===== config.mk =====
export PLATFORM = sky130hd
export DESIGN_NAME = ssd1306_sequencer
export DESIGN_NICKNAME = d
export VERILOG_FILES = /design/src/rtl/ssd1306_sequencer.sv
export SDC_FILE = /design/constraint.sdc
export NUM_CORES = 1
export LEC_CHECK = 0
export BUFFER_PORTS_ARGS = -buffer_cell sky130_fd_sc_hd__buf_2
export CAP_MARGIN = 20
export CORE_MARGIN = 4
export CORE_UTILIZATION = 45
export CTS_CLUSTER_DIAMETER = 150
export DETAILED_ROUTE_END_ITERATION = 8
export GPL_TIMING_DRIVEN = 0
export PLACE_DENSITY_LB_ADDON = 0.1
export SYNTH_ARGS = -nofsm -noshare
export SYNTH_HDL_FRONTEND = slang
export SYNTH_SLANG_ARGS = --single-unit

===== constraint.sdc =====
create_clock -name clk_in -period 3.8 [get_ports clk_in]
set_clock_uncertainty 0.05 [all_clocks]
set_input_delay 0.76 -clock clk_in [delete_from_list [all_inputs] [get_ports clk_in]]
set_output_delay 0.76 -clock clk_in [all_outputs]
set_load 0.1 [all_outputs]

===== src/rtl/ssd1306_sequencer.sv =====
// SSD1306 128x64 OLED control sequencer: panel power-up and frame streaming.
// Optional power-up sequence is built when SSD1306_POWER_UP_EN is defined.
module ssd1306_sequencer #(
    parameter int RST_CYCLES = 1000,
    parameter int FB_BYTES   = 1024,
    parameter int FB_AW      = $clog2(FB_BYTES)
) (
    input  logic             clk_in,
    input  logic             reset,
    output logic             sr_start,
    output logic [7:0]       sr_data,
    input  logic             sr_ready,
    output logic             oled_dc,
    output logic             oled_cs_n,
    output logic             oled_rst_n,
    output logic [FB_AW-1:0] fb_addr,
    input  logic [7:0]       fb_data,
    input  logic             frame_start,
    output logic             busy,
    output logic             frame_done
);

`ifdef SSD1306_POWER_UP_EN
    typedef enum logic [3:0] {
        RST_LO, RST_WAIT, INIT_SEND, INIT_WAIT,
        IDLE, WIN_SEND, WIN_WAIT, FETCH,
        DAT_SEND, DAT_WAIT, DONE
    } state_t;

    localparam state_t RST_STATE = RST_LO;
    localparam logic   RST_BUSY  = 1'b1;
    localparam logic   RST_RSTN  = 1'b0;
    localparam int     CNT_W     = $clog2(RST_CYCLES + 1);
    localparam logic [CNT_W-1:0] CNT_LAST = CNT_W'(RST_CYCLES - 1);
`else
    typedef enum logic [3:0] {
        IDLE, WIN_SEND, WIN_WAIT, FETCH,
        DAT_SEND, DAT_WAIT, DONE
    } state_t;

    localparam state_t RST_STATE = IDLE;
    localparam logic   RST_BUSY  = 1'b0;
    localparam logic   RST_RSTN  = 1'b1;
`endif

    localparam logic [FB_AW-1:0] FB_LAST = FB_AW'(FB_BYTES - 1);

    state_t           state_q, state_d;
    logic [4:0]       idx_q, idx_d;
    logic [FB_AW-1:0] fb_addr_q, fb_addr_d;
    logic             sr_start_q, sr_start_d;
    logic [7:0]       sr_data_q, sr_data_d;
    logic             dc_q, dc_d;
    logic             cs_n_q, cs_n_d;
    logic             rst_n_q, rst_n_d;
    logic             busy_q, busy_d;
    logic             done_q, done_d;
`ifdef SSD1306_POWER_UP_EN
    logic [CNT_W-1:0] cnt_q, cnt_d;

    // Panel initialisation command list, sent once after the reset pulse.
    function automatic logic [7:0] init_byte(input logic [4:0] i);
        case (i)
            5'd0:    init_byte = 8'hAE;
            5'd1:    init_byte = 8'hD5;
            5'd2:    init_byte = 8'h80;
            5'd3:    init_byte = 8'hA8;
            5'd4:    init_byte = 8'h3F;
            5'd5:    init_byte = 8'hD3;
            5'd6:    init_byte = 8'h00;
            5'd7:    init_byte = 8'h40;
            5'd8:    init_byte = 8'h8D;
            5'd9:    init_byte = 8'h14;
            5'd10:   init_byte = 8'h20;
            5'd11:   init_byte = 8'h00;
            5'd12:   init_byte = 8'hA1;
            5'd13:   init_byte = 8'hC8;
            5'd14:   init_byte = 8'hDA;
            5'd15:   init_byte = 8'h12;
            5'd16:   init_byte = 8'h81;
            5'd17:   init_byte = 8'hCF;
            5'd18:   init_byte = 8'hD9;
            5'd19:   init_byte = 8'hF1;
            5'd20:   init_byte = 8'hDB;
            5'd21:   init_byte = 8'h40;
            5'd22:   init_byte = 8'hA4;
            5'd23:   init_byte = 8'hA6;
            5'd24:   init_byte = 8'hAF;
            default: init_byte = 8'h00;
        endcase
    endfunction
`endif

    // Full-screen column/page window preceding every frame.
    function automatic logic [7:0] win_byte(input logic [4:0] i);
        case (i)
            5'd0:    win_byte = 8'h21;
            5'd1:    win_byte = 8'h00;
            5'd2:    win_byte = 8'h7F;
            5'd3:    win_byte = 8'h22;
            5'd4:    win_byte = 8'h00;
            5'd5:    win_byte = 8'h07;
            default: win_byte = 8'h00;
        endcase
    endfunction

    // Next-state logic; outputs are computed one cycle ahead so they leave flops.
    always_comb begin
        state_d    = state_q;
        idx_d      = idx_q;
        fb_addr_d  = fb_addr_q;
        sr_start_d = 1'b0;
        sr_data_d  = sr_data_q;
        dc_d       = dc_q;
        cs_n_d     = cs_n_q;
        done_d     = 1'b0;
`ifdef SSD1306_POWER_UP_EN
        cnt_d      = cnt_q;
`endif
        case (state_q)
`ifdef SSD1306_POWER_UP_EN
            RST_LO: begin
                if (cnt_q == CNT_LAST) begin
                    cnt_d   = '0;
                    state_d = RST_WAIT;
                end else begin
                    cnt_d = cnt_q + 1'b1;
                end
            end
            RST_WAIT: begin
                if (cnt_q == CNT_LAST) begin
                    cnt_d      = '0;
                    idx_d      = 5'd0;
                    state_d    = INIT_SEND;
                    sr_start_d = 1'b1;
                    sr_data_d  = init_byte(5'd0);
                    dc_d       = 1'b0;
                    cs_n_d     = 1'b0;
                end else begin
                    cnt_d = cnt_q + 1'b1;
                end
            end
            INIT_SEND: state_d = INIT_WAIT;
            INIT_WAIT: begin
                if (sr_ready) begin
                    if (idx_q == 5'd24) begin
                        state_d = IDLE;
                        cs_n_d  = 1'b1;
                    end else begin
                        idx_d      = idx_q + 5'd1;
                        state_d    = INIT_SEND;
                        sr_start_d = 1'b1;
                        sr_data_d  = init_byte(idx_q + 5'd1);
                        dc_d       = 1'b0;
                        cs_n_d     = 1'b0;
                    end
                end
            end
`endif
            IDLE: begin
                if (frame_start) begin
                    idx_d      = 5'd0;
                    state_d    = WIN_SEND;
                    sr_start_d = 1'b1;
                    sr_data_d  = win_byte(5'd0);
                    dc_d       = 1'b0;
                    cs_n_d     = 1'b0;
                end
            end
            WIN_SEND: state_d = WIN_WAIT;
            WIN_WAIT: begin
                if (sr_ready) begin
                    if (idx_q == 5'd5) begin
                        state_d   = FETCH;
                        fb_addr_d = '0;
                    end else begin
                        idx_d      = idx_q + 5'd1;
                        state_d    = WIN_SEND;
                        sr_start_d = 1'b1;
                        sr_data_d  = win_byte(idx_q + 5'd1);
                        dc_d       = 1'b0;
                        cs_n_d     = 1'b0;
                    end
                end
            end
            FETCH: begin
                state_d    = DAT_SEND;
                sr_start_d = 1'b1;
                sr_data_d  = fb_data;
                dc_d       = 1'b1;
                cs_n_d     = 1'b0;
            end
            DAT_SEND: state_d = DAT_WAIT;
            DAT_WAIT: begin
                if (sr_ready) begin
                    if (fb_addr_q == FB_LAST) begin
                        state_d = DONE;
                        done_d  = 1'b1;
                        cs_n_d  = 1'b1;
                    end else begin
                        fb_addr_d = fb_addr_q + 1'b1;
                        state_d   = FETCH;
                    end
                end
            end
            DONE: state_d = IDLE;
            default: state_d = RST_STATE;
        endcase
        busy_d = (state_d != IDLE);
`ifdef SSD1306_POWER_UP_EN
        rst_n_d = (state_d != RST_LO);
`else
        rst_n_d = 1'b1;
`endif
    end

    // State and output registers with synchronous reset.
    always_ff @(posedge clk_in) begin
        if (reset) begin
            state_q    <= RST_STATE;
            idx_q      <= 5'd0;
            fb_addr_q  <= '0;
            sr_start_q <= 1'b0;
            sr_data_q  <= 8'h00;
            dc_q       <= 1'b0;
            cs_n_q     <= 1'b1;
            rst_n_q    <= RST_RSTN;
            busy_q     <= RST_BUSY;
            done_q     <= 1'b0;
`ifdef SSD1306_POWER_UP_EN
            cnt_q      <= '0;
`endif
        end else begin
            state_q    <= state_d;
            idx_q      <= idx_d;
            fb_addr_q  <= fb_addr_d;
            sr_start_q <= sr_start_d;
            sr_data_q  <= sr_data_d;
            dc_q       <= dc_d;
            cs_n_q     <= cs_n_d;
            rst_n_q    <= rst_n_d;
            busy_q     <= busy_d;
            done_q     <= done_d;
`ifdef SSD1306_POWER_UP_EN
            cnt_q      <= cnt_d;
`endif
        end
    end

    assign sr_start   = sr_start_q;
    assign sr_data    = sr_data_q;
    assign oled_dc    = dc_q;
    assign oled_cs_n  = cs_n_q;
    assign oled_rst_n = rst_n_q;
    assign fb_addr    = fb_addr_q;
    assign busy       = busy_q;
    assign frame_done = done_q;

endmodule


== After elaboration in Yosys (flattened, before gate mapping) ==
Cells that the tools add are included.

* Logic and storage cells: 74
* Bits in registers: 32
* Bits of input ports: 12
* Output and inout port bits: 24

* Add/sub/neg operators: 2
* Reduce and logical (&&, ||, !) cells: 12
* Bitwise gates (word level): 2
* Eq/ne operators: 17
* Multiplexer cells: 32

{| class="wikitable"
|+ Operator list
! operator !! number
|-
| $mux 10 || 4
|-
| $pmux 7 s4 || 1
|-
| $mux 8 || 3
|-
| $pmux 4 s6 || 1
|-
| $pmux 8 s3 || 1
|-
| $pmux 10 s2 || 1
|-
| $mux 5 || 3
|-
| $ne 2x2->1 const B || 7
|-
| $mux 4 || 3
|-
| $add 10x1->10 const B || 1
|-
| $eq 10x10->1 const B || 1
|-
| $eq 5x2->1 const B || 2
|-
| $eq 5x3->1 const B || 2
|-
| $pmux 5 s2 || 1
|-
| $mux 1 || 9
|-
| $eq 4x2->1 const B || 2
|-
| $eq 4x3->1 const B || 2
|-
| $reduce_and 4->1 || 2
|-
| $reduce_bool 4->1 || 2
|-
| $pmux 1 s3 || 2
|-
| $reduce_and 6->1 || 1
|-
| $add 5x1->5 const B || 1
|-
| $logic_not 5->1 || 1
|-
| $reduce_and 5->1 || 1
|-
| other kinds (9) || 11
|}

== Longest topological paths before layout ==
* Depth in word-level cells: 6
* Gate-level depth with buffers: 8
* Gate-level depth less buffers: 7

== Least setup slack after synthesis ==
Ideal clock, no wire load.

* Kind: flip-flop to flip-flop
* Start: register fb_addr_q[6] (netlist: fb_addr[6])
* End: register cs_n_q (netlist: oled_cs_n)
* Required time: 3.687 ns
* Clock period less this slack: 2.306 ns
* Path slack: 1.494 ns
* Arrival time: 2.193 ns
* Cell stages (with the launch flop): 6
* Cell sequence: dfxtp_1 -> and4_1 -> nand4_2 -> a2111oi_0 -> o21ai_0 -> nand2b_1

* Word-level cells in the longest chain between the ends: 3

{| class="wikitable"
|+ Ends and longest elaborated chain
! element !! line !! source
|-
| start, declared || 50 || <nowiki>logic [FB_AW-1:0] fb_addr_q, fb_addr_d;</nowiki>
|-
| start signal, assigned || 236 || <nowiki>fb_addr_q <= fb_addr_d;</nowiki>
|-
| $eq 10x10->1 || 196 || <nowiki>if (fb_addr_q == FB_LAST) begin</nowiki>
|-
| $ne 2x2->1 (no source line) || n/a ||
|-
| $reduce_and 6->1 (no source line) || n/a ||
|-
| end signal, assigned || 240 || <nowiki>cs_n_q <= cs_n_d;</nowiki>
|-
| end, declared || 54 || <nowiki>logic cs_n_q, cs_n_d;</nowiki>
|}

Every way passes these cells.
A chain may end at the register's enable or synchronous reset.

== Final worst setup path ==
* Start: register idx_q[0]
* End: register fb_addr_q[9] (netlist: fb_addr[9])

* Word-level cells in the longest chain between the ends: 3

{| class="wikitable"
|+ Ends and longest elaborated chain
! element !! line !! source
|-
| start, declared || 49 || <nowiki>logic [4:0] idx_q, idx_d;</nowiki>
|-
| start signal, assigned || 235 || <nowiki>idx_q <= idx_d;</nowiki>
|-
| $eq 5x3->1 || 173 || <nowiki>if (idx_q == 5'd5) begin</nowiki>
|-
| $ne 2x2->1 (no source line) || n/a ||
|-
| $reduce_and 5->1 (no source line) || n/a ||
|}

Every way passes these cells.

==> summary.md <==
| Metric | Value |
|---|---|
| Run status | `completed` |
| Number of buffers added by the clock tree synthesis step | `5` |
| Fin. Hold Viols | `0` |
| Number of input and output port buffers inserted | `33` |
| Count of flip-flops with a built-in enable after synthesis | `0` |
| Fraction of final layout cells with drive strength greater than 1 | `21.5%` |
| Iteration-0 DRC count of the detailed router | `142` |
| Synth Register Bits | `32` |
| Count of cells resized by post-cts repair | `0` |
| Post-route core utilization | `55.1%` |
| Ant. Diodes | `0` |
| Standby leakage power | `0.808 nW` |
| Share of the cycle needed by the critical path after routing | `59.6%` |
| Reg-to-Reg End | `fb_addr[9]` |
| Leading cell type in the layout, fill and taps excluded | `sky130_fd_sc_hd__buf_2` |
| Setup slack of the worst register-to-register path | `1.53 ns` |
| Maximum resistive drop on vdd | `0.000168 V` |
| Number of cells produced by synthesis | `206` |
| Area added between synthesis and finish | `17.5%` |
| Fraction of the yosys area taken by sequential cells | `37.0%` |
| Worst Hold Class | `flop to flop` |
| Starting density of the core | `46.9%` |
| CTS root buffer | `sky130_fd_sc_hd__clkbuf_8` |
| Die Y | `70.0 um` |
| Total number of nets in the final design | `264` |
| Worst-case headroom to the max-slew limit | `63.3%` |
| Top library cells by usage in the layout, fill and taps aside | `35 x sky130_fd_sc_hd__buf_2, 32 x sky130_fd_sc_hd__dfxtp_1, 23 x sky130_fd_sc_hd__nor2_1, 16 x sky130_fd_sc_hd__nand2_1, 16 x sky130_fd_sc_hd__a21oi_1` |
| Average instance area after synthesis | `8.40 sq um` |
| Synthesized netlist net count | `224` |
| Cell Rows | `22` |
| Type of the setup path with the least slack | `flop to flop` |
| Cell variety after synth | `54` |
| Commonest register cell after synthesis | `sky130_fd_sc_hd__dfxtp_1` |
| Detailed placement HPWL | `2870 um` |
| Overall fraction of global-route tracks in use | `16.3%` |
| Power Density | `344 nW/um^2` |
| PnR Total Power | `0.700 mW` |
| Routed WL per cell | `13.6 um` |
| Arr. time, crit path | `2.43 ns` |
| Sort of element at the end of the critical path | `flop` |
| Detailed-routing iteration count for the pre-antenna-repair pass | `4` |
| Largest fanout on the critical path | `10` |
| Antenna-violating nets left | `0` |
| Startpoint of the worst-slack reg-to-reg timing path | `idx_q[0]` |
| Vias post-DR | `1631` |
| Ys async rst share | `0%` |
| Final weighted congestion of routability-driven global placement | `0.779` |
| Syn. warnings | `0` |
| Clock insertion delay at the later pin of the skew report | `0.28 ns` |
| Req. time, crit path | `3.97 ns` |
| Final Slew Violations | `0` |
| Mean number of vias per cell | `5.55` |
| Core area | `3690 sq um` |
| Hold path startpoint | `fb_addr[5]` |
| Initial antenna violation count | `0` |
| Critical-path top delay cell | `sky130_fd_sc_hd__dfxtp_1` |
| Setup repair after global routing missed its margin | `no` |
| Critical path cell sequence | `ha_1 > nor4bb_1 > and3_4 > a21oi_4 > or4_1 > a21oi_1` |
| Delay of the slowest critical-path stage | `0.51 ns` |
| Hold Path Depth | `2` |
| Final critical path time including I/O delays and setup | `2.27 ns` |
| Kind of start point of the critical path | `flop` |
| Number of buffers inserted to repair setup after CTS | `0` |
| Total congestion overflow | `0` |
| Clock tree from TritonCTS | `done` |
| Setup violations, final | `0` |
| CTS H-tree lvls | `2` |
| Hold-critical path endpoint | `fb_addr[5]` |
| Floorplan die area | `4900 sq um` |
| Top-level I/O count | `36` |
| Floorplan die width | `70.0 um` |
| Clock sink count | `32` |
| Total wire length | `4010 um` |
| Maximum number of pins on one net before global-route repair | `11` |
| Measured slew at the worst slew-check pin | `0.548 ns` |
| Hold Buf Count CTS | `0` |
| Area of the mapped netlist | `1730 sq um` |
| Maxcap violations | `0` |
| Clock edge transition at the registers on the reported setup and hold paths | `0.07 ns` |
| Max frequency | `441 MHz` |
| Worst Reg-to-Reg Cells | `6` |
| Buffer levels on the longest clock path | `2` |
| Vias in the first global route | `1364` |
| Post-Route Setup TNS | `0 ns` |
| Number of remaining DRC errors | `0` |
| Global-route wire length before repair | `6460 um` |
-- power by group --
group	total, mW	switching, mW	leakage [nW]	internal [mW]
Sequential	0.348	0.00433	0.260	0.344
Clock	0.244	0.120	0.0410	0.124
Combinational	0.108	0.0838	0.508	0.0245
Total	0.700	0.208	0.808	0.492
-- stage by stage --
| step | cell area (sq um) | cells | hold slack, ns | setup WS [ns] |
|---|---|---|---|---|
| finish | 2030 | 294 | 0.444 | 1.53 |
| global route | 2030 | 294 | 0.473 | 1.43 |
| CTS | 2030 | 294 | 0.443 | 1.55 |
| detailed placement | 1960 | 287 | 0.422 | 1.42 |
| global placement | 1960 | 287 | 0.417 | 1.45 |
| floorplan | 1730 | 206 | 0.474 | 1.49 |
-- worst max path at each step --
stage / start / endpoint / cells after the start / slack [ns]
2_1_floorplan: fb_addr[6] / oled_cs_n / 5 / 1.49
3_3_place_gp: sr_ready / fb_addr[7] / 6 / 1.45
3_5_place_dp: sr_ready / fb_addr[9] / 6 / 1.42
4_1_cts: idx_q[0] / fb_addr[9] / 6 / 1.55
5_1_grt: idx_q[1] / sr_data[5] / 7 / 1.43
6_report: idx_q[0] / fb_addr[9] / 6 / 1.53
-- per-layer routing --
metal	wire (um)	global-route usage [%]	vias up	share of wire (%)
met3	263	5.90	5	6.6
met5	0	0	-	0
met2	1570	22.0	39	39
met1	2110	23.1	750	53
met4	64	6.38	0	1.6
li1	-	-	837	-
-- synth_stat cells, types with 3 or more instances --
| library cell | number | share of area [%] |
|---|---|---|
| sky130_fd_sc_hd__or4_1 | 3 | 1.3 |
| sky130_fd_sc_hd__nor3_1 | 9 | 2.6 |
| sky130_fd_sc_hd__nand2_1 | 16 | 3.5 |
| sky130_fd_sc_hd__a211oi_1 | 4 | 1.7 |
| sky130_fd_sc_hd__clkbuf_1 | 9 | 2.0 |
| sky130_fd_sc_hd__o21ai_0 | 6 | 1.7 |
| sky130_fd_sc_hd__nor2_1 | 23 | 5.0 |
| sky130_fd_sc_hd__dfxtp_1 | 32 | 37 |
| sky130_fd_sc_hd__inv_1 | 3 | 0.65 |
| sky130_fd_sc_hd__a21oi_1 | 16 | 4.6 |
| sky130_fd_sc_hd__nand3_1 | 5 | 1.4 |
| sky130_fd_sc_hd__nand4_1 | 3 | 1.1 |
| sky130_fd_sc_hd__nor2b_1 | 3 | 1.1 |
| sky130_fd_sc_hd__a31oi_1 | 5 | 1.8 |
| sky130_fd_sc_hd__o31ai_1 | 3 | 1.3 |
| sky130_fd_sc_hd__ha_1 | 6 | 4.3 |
| sky130_fd_sc_hd__xor2_1 | 6 | 3.0 |
| sky130_fd_sc_hd__nand2b_1 | 4 | 1.4 |
-- critical path: cells and delay by family, from the launching register on --
| family | cells | cell delay (ns) |
|---|---|---|
| flops | 1 | 0.51 |
| compound gates | 2 | 0.21 |
| fa+ha+maj | 1 | 0.31 |
| simple gates | 3 | 1.11 |
-- registers in the layout, indices dropped and copies added, names as in the netlist --
register and cells:
busy 1, fb_addr 10, frame_done 1, idx_q 5, oled_cs_n 1, oled_dc 1
sr_data 8, sr_start 1, state_q 4
-- kinds of logic after synthesis --
logic type	after synthesis	share of synthesized area (%)
AND/OR/NAND/NOR	89	29.1
AO/OA/AOI/OAI	54	21.2
multiplexers	1	0.651
flip-flops	32	37.0
other	2	0.434
adder cells (fa/ha/maj)	6	4.34
buffers and inverters	16	4.27
XOR/XNOR	6	3.04
-- area by class of cell --
cell class,count,area (sq um)
buffer,13,62.6
clock buffer,6,72.6
clock inverter,1,5.00
fill,371,1660
inverter,3,11.3
multi-input combinational,158,1020
sequential,32,641
tap,48,60.1
timing repair buffer,33,165
No activity file was read; power rests on OpenSTA's default activity.
